File: src/rtl/int_issue_queue_mp_pkg.sv
// -----------------------------------------------------------------------------
// int_issue_queue_mp_pkg
//   Shared definitions for the integer issue queue.
//   - Default width/size constants used as parameter defaults by the top.
//   - col_sel_e: per-index collapse mux selector.
//   The entry record itself (iiq_entry_t) is declared inside the top module,
//   because its field widths follow the module's TAG_W / PAYLOAD_W parameters.
// -----------------------------------------------------------------------------
package int_issue_queue_mp_pkg;

    localparam int IIQ_DEPTH_DEF     = 8;
    localparam int IIQ_TAG_W_DEF     = 6;
    localparam int IIQ_PAYLOAD_W_DEF = 64;
    localparam int IIQ_NUM_WB_DEF    = 2;

    // What each queue slot loads on the next edge.
    typedef enum logic [1:0] {
        COL_HOLD  = 2'd0,   // keep own (woken) contents
        COL_SHIFT = 2'd1,   // take slot index+1 (collapse after issue)
        COL_DISP  = 2'd2    // take the incoming dispatch entry
    } col_sel_e;

endpackage

File: src/rtl/int_issue_queue_mp_wakeup_cmp.sv
// -----------------------------------------------------------------------------
// iiq_wakeup_cmp
//   Compares one source tag against every writeback broadcast port and ORs the
//   hits.
//   Ports:
//     src_tag  in  TAG_W         tag being waited on
//     wb_valid in  NUM_WB        broadcast valid per port
//     wb_tag   in  NUM_WB*TAG_W  packed broadcast tags, port i at [i*TAG_W +: TAG_W]
//     match    out 1             some valid port carries src_tag
// -----------------------------------------------------------------------------
module iiq_wakeup_cmp #(
    parameter int TAG_W  = 6,
    parameter int NUM_WB = 2
) (
    input  logic [TAG_W-1:0]        src_tag,
    input  logic [NUM_WB-1:0]       wb_valid,
    input  logic [NUM_WB*TAG_W-1:0] wb_tag,
    output logic                    match
);

    always_comb begin
        match = 1'b0;
        for (int i = 0; i < NUM_WB; i++) begin
            if (wb_valid[i] && (wb_tag[i*TAG_W +: TAG_W] == src_tag)) match = 1'b1;
        end
    end

endmodule

File: src/rtl/int_issue_queue_mp.sv
// -----------------------------------------------------------------------------
// int_issue_queue_mp
//   Age-ordered collapsing integer issue queue. Slot 0 is the oldest; valid
//   slots are contiguous in [0, occupancy-1]. Each cycle the lowest ready slot
//   is presented to execute; on issue the slots above it shift down one.
//   Source readiness is woken by NUM_WB tag broadcasts, including a bypass for
//   the entry being dispatched in the same cycle.
//   Ports:
//     clk, rst_aL               clock, synchronous active-low reset
//     flush                     drop all entries (beats dispatch/issue)
//     dispatch_*                dispatch valid/ready handshake + entry fields
//     wb_valid, wb_tag          wakeup broadcasts
//     issue_valid/issue_ready   issue handshake
//     issue_dst_tag/payload     presented entry (don't-care when !issue_valid)
//     occupancy                 number of valid entries
// -----------------------------------------------------------------------------
module int_issue_queue_mp
    import int_issue_queue_mp_pkg::*;
#(
    parameter int DEPTH     = IIQ_DEPTH_DEF,
    parameter int TAG_W     = IIQ_TAG_W_DEF,
    parameter int PAYLOAD_W = IIQ_PAYLOAD_W_DEF,
    parameter int NUM_WB    = IIQ_NUM_WB_DEF,
    parameter int CNT_W     = $clog2(DEPTH+1)
) (
    input  logic                    clk,
    input  logic                    rst_aL,
    input  logic                    flush,
    input  logic                    dispatch_valid,
    output logic                    dispatch_ready,
    input  logic [TAG_W-1:0]        dispatch_src1_tag,
    input  logic [TAG_W-1:0]        dispatch_src2_tag,
    input  logic [TAG_W-1:0]        dispatch_dst_tag,
    input  logic                    dispatch_src1_rdy,
    input  logic                    dispatch_src2_rdy,
    input  logic [PAYLOAD_W-1:0]    dispatch_payload,
    input  logic [NUM_WB-1:0]       wb_valid,
    input  logic [NUM_WB*TAG_W-1:0] wb_tag,
    output logic                    issue_valid,
    input  logic                    issue_ready,
    output logic [TAG_W-1:0]        issue_dst_tag,
    output logic [PAYLOAD_W-1:0]    issue_payload,
    output logic [CNT_W-1:0]        occupancy
);

    localparam int IDX_W = $clog2(DEPTH);

    typedef struct packed {
        logic                 valid;
        logic                 src1_rdy;
        logic [TAG_W-1:0]     src1_tag;
        logic                 src2_rdy;
        logic [TAG_W-1:0]     src2_tag;
        logic [TAG_W-1:0]     dst_tag;
        logic [PAYLOAD_W-1:0] payload;
    } iiq_entry_t;

    iiq_entry_t       q     [DEPTH];  // registered slots
    iiq_entry_t       q_wk  [DEPTH];  // slots with this cycle's wakeups applied
    iiq_entry_t       q_up  [DEPTH];  // q_wk shifted down by one (collapse source)
    iiq_entry_t       q_nxt [DEPTH];
    col_sel_e         col_sel [DEPTH];
    iiq_entry_t       disp_e;

    logic [CNT_W-1:0] occ_q;
    logic [DEPTH-1:0] wk1, wk2, rdy;
    logic             disp_wk1, disp_wk2;
    logic [IDX_W-1:0] sel_idx;
    logic [CNT_W-1:0] wr_idx;
    logic             issue_fire, dispatch_fire;

    // ---------------- wakeup comparators ----------------
    for (genvar g = 0; g < DEPTH; g++) begin : g_wk
        iiq_wakeup_cmp #(.TAG_W(TAG_W), .NUM_WB(NUM_WB)) u_wk1 (
            .src_tag (q[g].src1_tag),
            .wb_valid(wb_valid),
            .wb_tag  (wb_tag),
            .match   (wk1[g])
        );
        iiq_wakeup_cmp #(.TAG_W(TAG_W), .NUM_WB(NUM_WB)) u_wk2 (
            .src_tag (q[g].src2_tag),
            .wb_valid(wb_valid),
            .wb_tag  (wb_tag),
            .match   (wk2[g])
        );
    end

    // Same-cycle bypass for the entry being dispatched.
    iiq_wakeup_cmp #(.TAG_W(TAG_W), .NUM_WB(NUM_WB)) u_disp_wk1 (
        .src_tag (dispatch_src1_tag),
        .wb_valid(wb_valid),
        .wb_tag  (wb_tag),
        .match   (disp_wk1)
    );
    iiq_wakeup_cmp #(.TAG_W(TAG_W), .NUM_WB(NUM_WB)) u_disp_wk2 (
        .src_tag (dispatch_src2_tag),
        .wb_valid(wb_valid),
        .wb_tag  (wb_tag),
        .match   (disp_wk2)
    );

    // ---------------- select (registered state only) ----------------
    always_comb begin
        sel_idx = '0;
        for (int i = 0; i < DEPTH; i++) rdy[i] = q[i].valid & q[i].src1_rdy & q[i].src2_rdy;
        // Walk from the top so the lowest ready index wins.
        for (int i = DEPTH-1; i >= 0; i--) begin
            if (rdy[i]) sel_idx = IDX_W'(i);
        end
    end

    assign issue_valid    = |rdy;
    assign issue_dst_tag  = q[sel_idx].dst_tag;
    assign issue_payload  = q[sel_idx].payload;
    // No credit for a same-cycle issue: keeps issue_ready off the dispatch path.
    assign dispatch_ready = (occ_q < CNT_W'(DEPTH));
    assign occupancy      = occ_q;

    assign issue_fire    = issue_valid & issue_ready;
    assign dispatch_fire = dispatch_valid & dispatch_ready;
    assign wr_idx        = occ_q - CNT_W'(issue_fire);

    always_comb begin
        disp_e          = '0;
        disp_e.valid    = 1'b1;
        disp_e.src1_rdy = dispatch_src1_rdy | disp_wk1;
        disp_e.src1_tag = dispatch_src1_tag;
        disp_e.src2_rdy = dispatch_src2_rdy | disp_wk2;
        disp_e.src2_tag = dispatch_src2_tag;
        disp_e.dst_tag  = dispatch_dst_tag;
        disp_e.payload  = dispatch_payload;
    end

    // ---------------- wakeup + collapse ----------------
    always_comb begin
        for (int i = 0; i < DEPTH; i++) begin
            q_wk[i]          = q[i];
            q_wk[i].src1_rdy = q[i].src1_rdy | wk1[i];
            q_wk[i].src2_rdy = q[i].src2_rdy | wk2[i];
        end
        // Wakeup is taken at the old index, so a shifting entry carries it along.
        for (int i = 0; i < DEPTH-1; i++) q_up[i] = q_wk[i+1];
        q_up[DEPTH-1] = '0;

        for (int i = 0; i < DEPTH; i++) begin
            col_sel[i] = COL_HOLD;
            if (issue_fire && (IDX_W'(i) >= sel_idx)) col_sel[i] = COL_SHIFT;
            // Dispatch lands at occupancy - issue_fire, i.e. just past the
            // collapsed tail; it overrides the (invalid) shifted-in slot there.
            if (dispatch_fire && (wr_idx == CNT_W'(i))) col_sel[i] = COL_DISP;

            case (col_sel[i])
                COL_SHIFT: q_nxt[i] = q_up[i];
                COL_DISP:  q_nxt[i] = disp_e;
                default:   q_nxt[i] = q_wk[i];
            endcase
        end
    end

    // ---------------- state ----------------
    // Reset and flush are identical: drop everything, ignore same-cycle fires.
    always_ff @(posedge clk) begin
        if (!rst_aL || flush) begin
            for (int i = 0; i < DEPTH; i++) q[i].valid <= 1'b0;
            occ_q <= '0;
        end else begin
            for (int i = 0; i < DEPTH; i++) q[i] <= q_nxt[i];
            occ_q <= occ_q + CNT_W'(dispatch_fire) - CNT_W'(issue_fire);
        end
    end

endmodule

File: config.mk
export PLATFORM = sky130hd
export DESIGN_NAME = int_issue_queue_mp
export DESIGN_NICKNAME = d
export VERILOG_FILES = /design/src/rtl/int_issue_queue_mp_pkg.sv /design/src/rtl/int_issue_queue_mp_wakeup_cmp.sv /design/src/rtl/int_issue_queue_mp.sv
export SDC_FILE = /design/constraint.sdc
export NUM_CORES = 1
export LEC_CHECK = 0
export CORE_AREA = 4 4 462 236
export DETAILED_ROUTE_END_ITERATION = 8
export DIE_AREA = 0 0 466 240
export GPL_TIMING_DRIVEN = 0
export PLACE_DENSITY = 0.5
export SLEW_MARGIN = 0
export SYNTH_ARGS = -nofsm -noshare
export SYNTH_HDL_FRONTEND = slang
export SYNTH_SLANG_ARGS = --single-unit
File: constraint.sdc
create_clock -name clk -period 12 [get_ports clk]
set_clock_uncertainty 0.2 [all_clocks]
set_input_delay 2.4 -clock clk [delete_from_list [all_inputs] [get_ports clk]]
set_output_delay 2.4 -clock clk [all_outputs]
set_load 0.02 [all_outputs]
-- After elaboration in Yosys (flattened, before gate mapping)
Memories as Yosys holds them, arrays and structs flattened.
Index checks and enable logic that the tools add are counted.
- bits in registers: 4
- output and inout bits: 76
- memories: 1
- RAM bits: 680
- word-level logic and storage cells: 252
- memory list (memory ; depth ; bits a word ; rd ports ; clocked after memory_dff ; wr ports ; line ; RTL):
    q ; 8 ; 85 ; 9 ; 0 ; 8 ; int_issue_queue_mp.sv:58 ; iiq_entry_t q [DEPTH];
- add/sub/neg operators: 3
- equal/unequal tests: 59
- magnitude comparators: 9
- reduce and logical (&&, ||, !) cells: 56
- bitwise logic cells: 44
- muxes and demuxes: 79
- operator list (cell ; count):
    $pmux 85 s2 ; 8
    $eq 6x6->1 ; 36
    $mux 1 ; 55
    $logic_and 1x1->1 ; 52
    $or 1x1->1 ; 26
    $mux 3 ; 8
    $and 1x1->1 ; 18
    $eq 2x1->1 const B ; 8
    $eq 2x2->1 const B ; 8
    $eq 4x3->1 const B ; 4
    $mux 2 ; 8
    $ge 3x3->1 const A ; 4
    $eq 4x2->1 const B ; 2
    $reduce_or 8->1 ; 1
    $sub 4x1->4 ; 2
    $ge 1x3->1 const A ; 2
    $ge 2x3->1 const A ; 2
    $add 4x1->4 ; 1
    $eq 4x1->1 const B ; 1
    $logic_not 4->1 ; 1
    $lt 4x4->1 const B ; 1
    $logic_not 1->1 ; 1
    $logic_or 1x1->1 ; 1

-- Longest topological paths before layout
An unclocked memory read counts as a cell.
- depth after elaboration: 18
- mapped depth: 15
- mapped depth without buffers: 11

-- Hierarchy
A second synthesis with hierarchy kept.
- cell total of the unflattened synthesis: 3246
- area, all modules: 36321.1 µm²
- by module, submodules not included (module ; sequential area each (µm²) ; instances ; area an instance (µm²) ; cells an instance):
    int_issue_queue_mp ; 20419.6 ; 1 ; 33911.3 ; 2940
    iiq_wakeup_cmp ; 0.0 ; 18 ; 133.9 ; 17

-- Least setup slack after synthesis
OpenSTA, ideal clock, no wires.
- path type: input port to flip-flop
- start point: in issue_ready
- end point: mem q[4][0] in the netlist's numbering (enable)
- stages: 10
- setup slack: 2.680 ns
- arrival: 8.571 ns
- library setup time: 0.549 ns
- path buffers: 3
- required time: 11.251 ns
- cells stage by stage: clkbuf_1 -> a21boi_0 -> ha_1 -> ha_1 -> xor2_1 -> nand3_1 -> or2_2 -> clkbuf_1 -> clkbuf_1 -> a21oi_1
- RTL lines (element ; line ; RTL):
    from (decl) ; int_issue_queue_mp.sv:40 ; input logic issue_ready,
    to (decl) ; int_issue_queue_mp.sv:58 ;

==> impl_metrics.json <==
{
  "die-area_mm2": 0.112,
  "violations": "capacitance limit",
  "place.gp.congestion": 0.865,
  "drt_wl_total_um": 142000,
  "grt_pass1_wl_um": 203000,
  "drive_above_1_share_pct": 9.89,
  "critPathCaptureType": "flop",
  "final_nets": 3627,
  "portBuffers": 81,
  "hold_buffers": 0,
  "wl_per_cell_um": 28.5,
  "placed_area_mm2": 0.0399,
  "finalSetupViolCount": 0,
  "post_cts_buffers": 0,
  "grt_antenna_before_repair": 7,
  "start_util_pct": 34.8,
  "ys_seq_elements": 684,
  "slowest_stage": "nor4_4",
  "drc_errors": 0,
  "dr.pass1.iters": 6,
  "clockRootBuffer": "clkbuf_16",
  "grt_pass1_vias": 28000,
  "rsz0062_at_grt": "no",
  "cts_buffers": 72,
  "dpl.hpwl_um": 98200,
  "tightestPinTransition_ns": 1.47,
  "post_cts_resized": 0,
  "vias_per_cell": 5.75,
  "yosys_warnings": 0,
  "die_h_um": 240,
  "fp-row-count": 84,
  "avgSynthCellArea_um2": 11.0,
  "cellPowerDensity_mw_per_mm2": 126,
  "grt-ovfl-total": 0,
  "nFillCells": 10100,
  "finalInstanceArea_mm2": 0.0421,
  "design.core.area_mm2": 0.105,
  "r2r-start": "q[5][76]",
  "seq_area_frac_synth_pct": 56.0,
  "mostFrequentLayoutCells": "nand2_1 (907), edfxtp_1 (672), o21ai_0 (388)",
  "slew_headroom_pct": 1.45,
  "hold_viol": 0,
  "crit_arrival_ns": 7.83,
  "required_ns": 12.15,
  "syn_to_final_growth_pct": 15.6,
  "cp-start-kind": "primary input",
  "final_common_cell": "nand2_1",
  "synth_cell_types": 57,
  "pin_count": 179,
  "cp_slowest_stage_delay_ns": 0.84,
  "fin_cells": 4994,
  "fmax_mhz": 130,
  "cp-startpoint": "issue_ready",
  "fin_crit_sh_pct": 64.0,
  "clkSlewWorstSetupHoldPaths_ns": 0.07,
  "placed_cells": 4860,
  "numClockSinks": 684,
  "synth_nets": 3438,
  "htreeDepth": 3,
  "synth_ff_type": "edfxtp_1",
  "drt-initial-drc-count": 3467,
  "cts_buffer_depth": 3,
  "grt_use_total_pct": 24.8,
  "ys_async_sr_fraction_pct": 0,
  "outcome": "finished with violations",
  "die-width_um": 466,
  "path_max_fanout": 18,
  "cts_tree": "done",
  "crit_type": "primary input to flop",
  "synth_edf_count": 672,
  "crit_path_cell_trace": "clkbuf_1 -> a21boi_0 -> ha_1 -> ha_1 -> xor2_1 -> nand3b_1 -> nor4_4 -> buf_2 -> clkbuf_1 -> nor2_1 -> nor2_4 -> buf_12 -> buf_12 -> buf_16",
  "slew_viol_final": 0,
  "clkLatencyLatePin_ns": 0.65,
  "layout_setup_ws_ns": 4.32,
  "hp-class": "flop to flop",
  "ir_drop_mv": 0.105,
  "register_area_mm2": 0.0204,
  "synth_area_mm2": 0.0364,
  "worst_hold_startpoint": "q[1][84]",
  "multiInputGateArea_mm2": 0.0145,
  "max_cap_violations": 2,
  "leakage_nw": 14.0,
  "vias": 28700,
  "drtAntennaViolNets": 0,
  "period_needed_ns": 7.68,
  "place_ws_ns": 3.78,
  "finalSetupTns_ns": 0,
  "grt_max_degree": 28,
  "syn-instance-count": 3326
}
worst paths after layout:
path                   end  slack (ns)  depth (start not counted)
setup / recovery  q[3][40]        4.32                         14
setup reg to reg  q[3][40]        5.40                         16
hold reg to reg   q[0][84]        0.28                          2
hold / removal    q[0][84]        0.28                          2
cell families after synthesis:
| group | count (synthesis) | synth area share (%) |
|---|---|---|
| adders and majority gates | 9 | 0.330 |
| xor gates and xnor gates | 219 | 5.26 |
| buffers and inverters | 360 | 4.33 |
| AOI/OAI and AO/OA | 689 | 12.1 |
| muxes | 231 | 8.79 |
| and+or+nand+nor | 1134 | 13.1 |
| DFF | 684 | 56.0 |
flip-flops by register name, summed over array words and instances (netlist names):
| signal | cells |
|---|---|
| q | 680 |
| occupancy | 4 |
critical path: cells and delay by family:
| kind | cells | cell delay, ns |
|---|---|---|
| and+or+nand+nor | 4 | 1.84 |
| xor gates and xnor gates | 1 | 0.10 |
| AOI/OAI and AO/OA | 1 | 0.82 |
| buffers and inverters | 6 | 2.13 |
| adders and majority gates | 2 | 0.46 |
cell usage after synthesis (2+ instances only):
cell type | instances | area share [%]
nand4_1 | 36 | 0.62
nand3_1 | 10 | 0.14
buf_2 | 103 | 1.4
nand2b_1 | 6 | 0.10
buf_6 | 5 | 0.15
clkbuf_1 | 218 | 2.2
dfxtp_1 | 12 | 0.66
a31oi_1 | 2 | 0.034
nor3_1 | 19 | 0.26
xor2_1 | 110 | 2.6
inv_1 | 12 | 0.12
a311oi_1 | 2 | 0.048
a21oi_1 | 14 | 0.19
nor2_1 | 19 | 0.20
nor2b_1 | 4 | 0.069
a22o_1 | 164 | 3.9
or3_1 | 2 | 0.034
and2_1 | 85 | 1.5
nor4_1 | 35 | 0.60
clkbuf_2 | 3 | 0.041
edfxtp_1 | 672 | 55
o211ai_1 | 2 | 0.041
o31ai_1 | 2 | 0.041
o21ai_0 | 388 | 5.3
ha_1 | 8 | 0.27
o21ai_1 | 29 | 0.40
xnor2_1 | 109 | 2.6
nand2_1 | 907 | 9.3
mux2i_1 | 149 | 4.1
buf_1 | 4 | 0.041
and3_1 | 3 | 0.052
o21a_1 | 2 | 0.041
mux2_2 | 11 | 0.34
buf_4 | 15 | 0.31
a21o_1 | 4 | 0.082
mux4_2 | 70 | 4.3
o221ai_1 | 70 | 1.7
power by group:
group          switching, W  leakage [nW]  internal [W]
logic              0.000280          6.47      0.000139
registers         0.0000146          6.41       0.00263
clock network       0.00100          1.08       0.00123
total               0.00130          14.0       0.00400
layout make-up:
| cell class | instances | area share (%) |
|---|---|---|
| clock inverters | 30 | 0.451 |
| inverters | 12 | 0.107 |
| repair buffers | 115 | 3.77 |
| flip-flops and latches | 684 | 48.5 |
| well taps | 1419 | 4.21 |
| clock buffers | 99 | 4.82 |
| plain buffers | 348 | 3.64 |
| multi-input cells | 2282 | 34.5 |
| diodes | 5 | 0.0297 |
routing by layer:
| layer | share of wire [%] | up-vias | global-route usage [%] | routed length, µm |
|---|---|---|---|---|
| met5 | 0 | - | 0 | 0 |
| met4 | 2.8 | 0 | 7.17 | 3940 |
| met3 | 9.3 | 206 | 5.34 | 13200 |
| met2 | 45 | 1539 | 39.4 | 64400 |
| met1 | 43 | 14600 | 34.2 | 60500 |
| li1 | - | 12400 | - | - |
stage by stage:
step | util, % | total power, W | hold slack (ns)
floorplan | - | 0.00294 | 0.239
global placement | 37.3 | 0.00310 | 0.263
detailed placement | 38.2 | 0.00311 | 0.265
CTS | 40.3 | 0.00532 | 0.276
global route | 40.3 | 0.00545 | 0.312
finish | 40.3 | 0.00530 | 0.276
(Power assumes the default switching activity.)
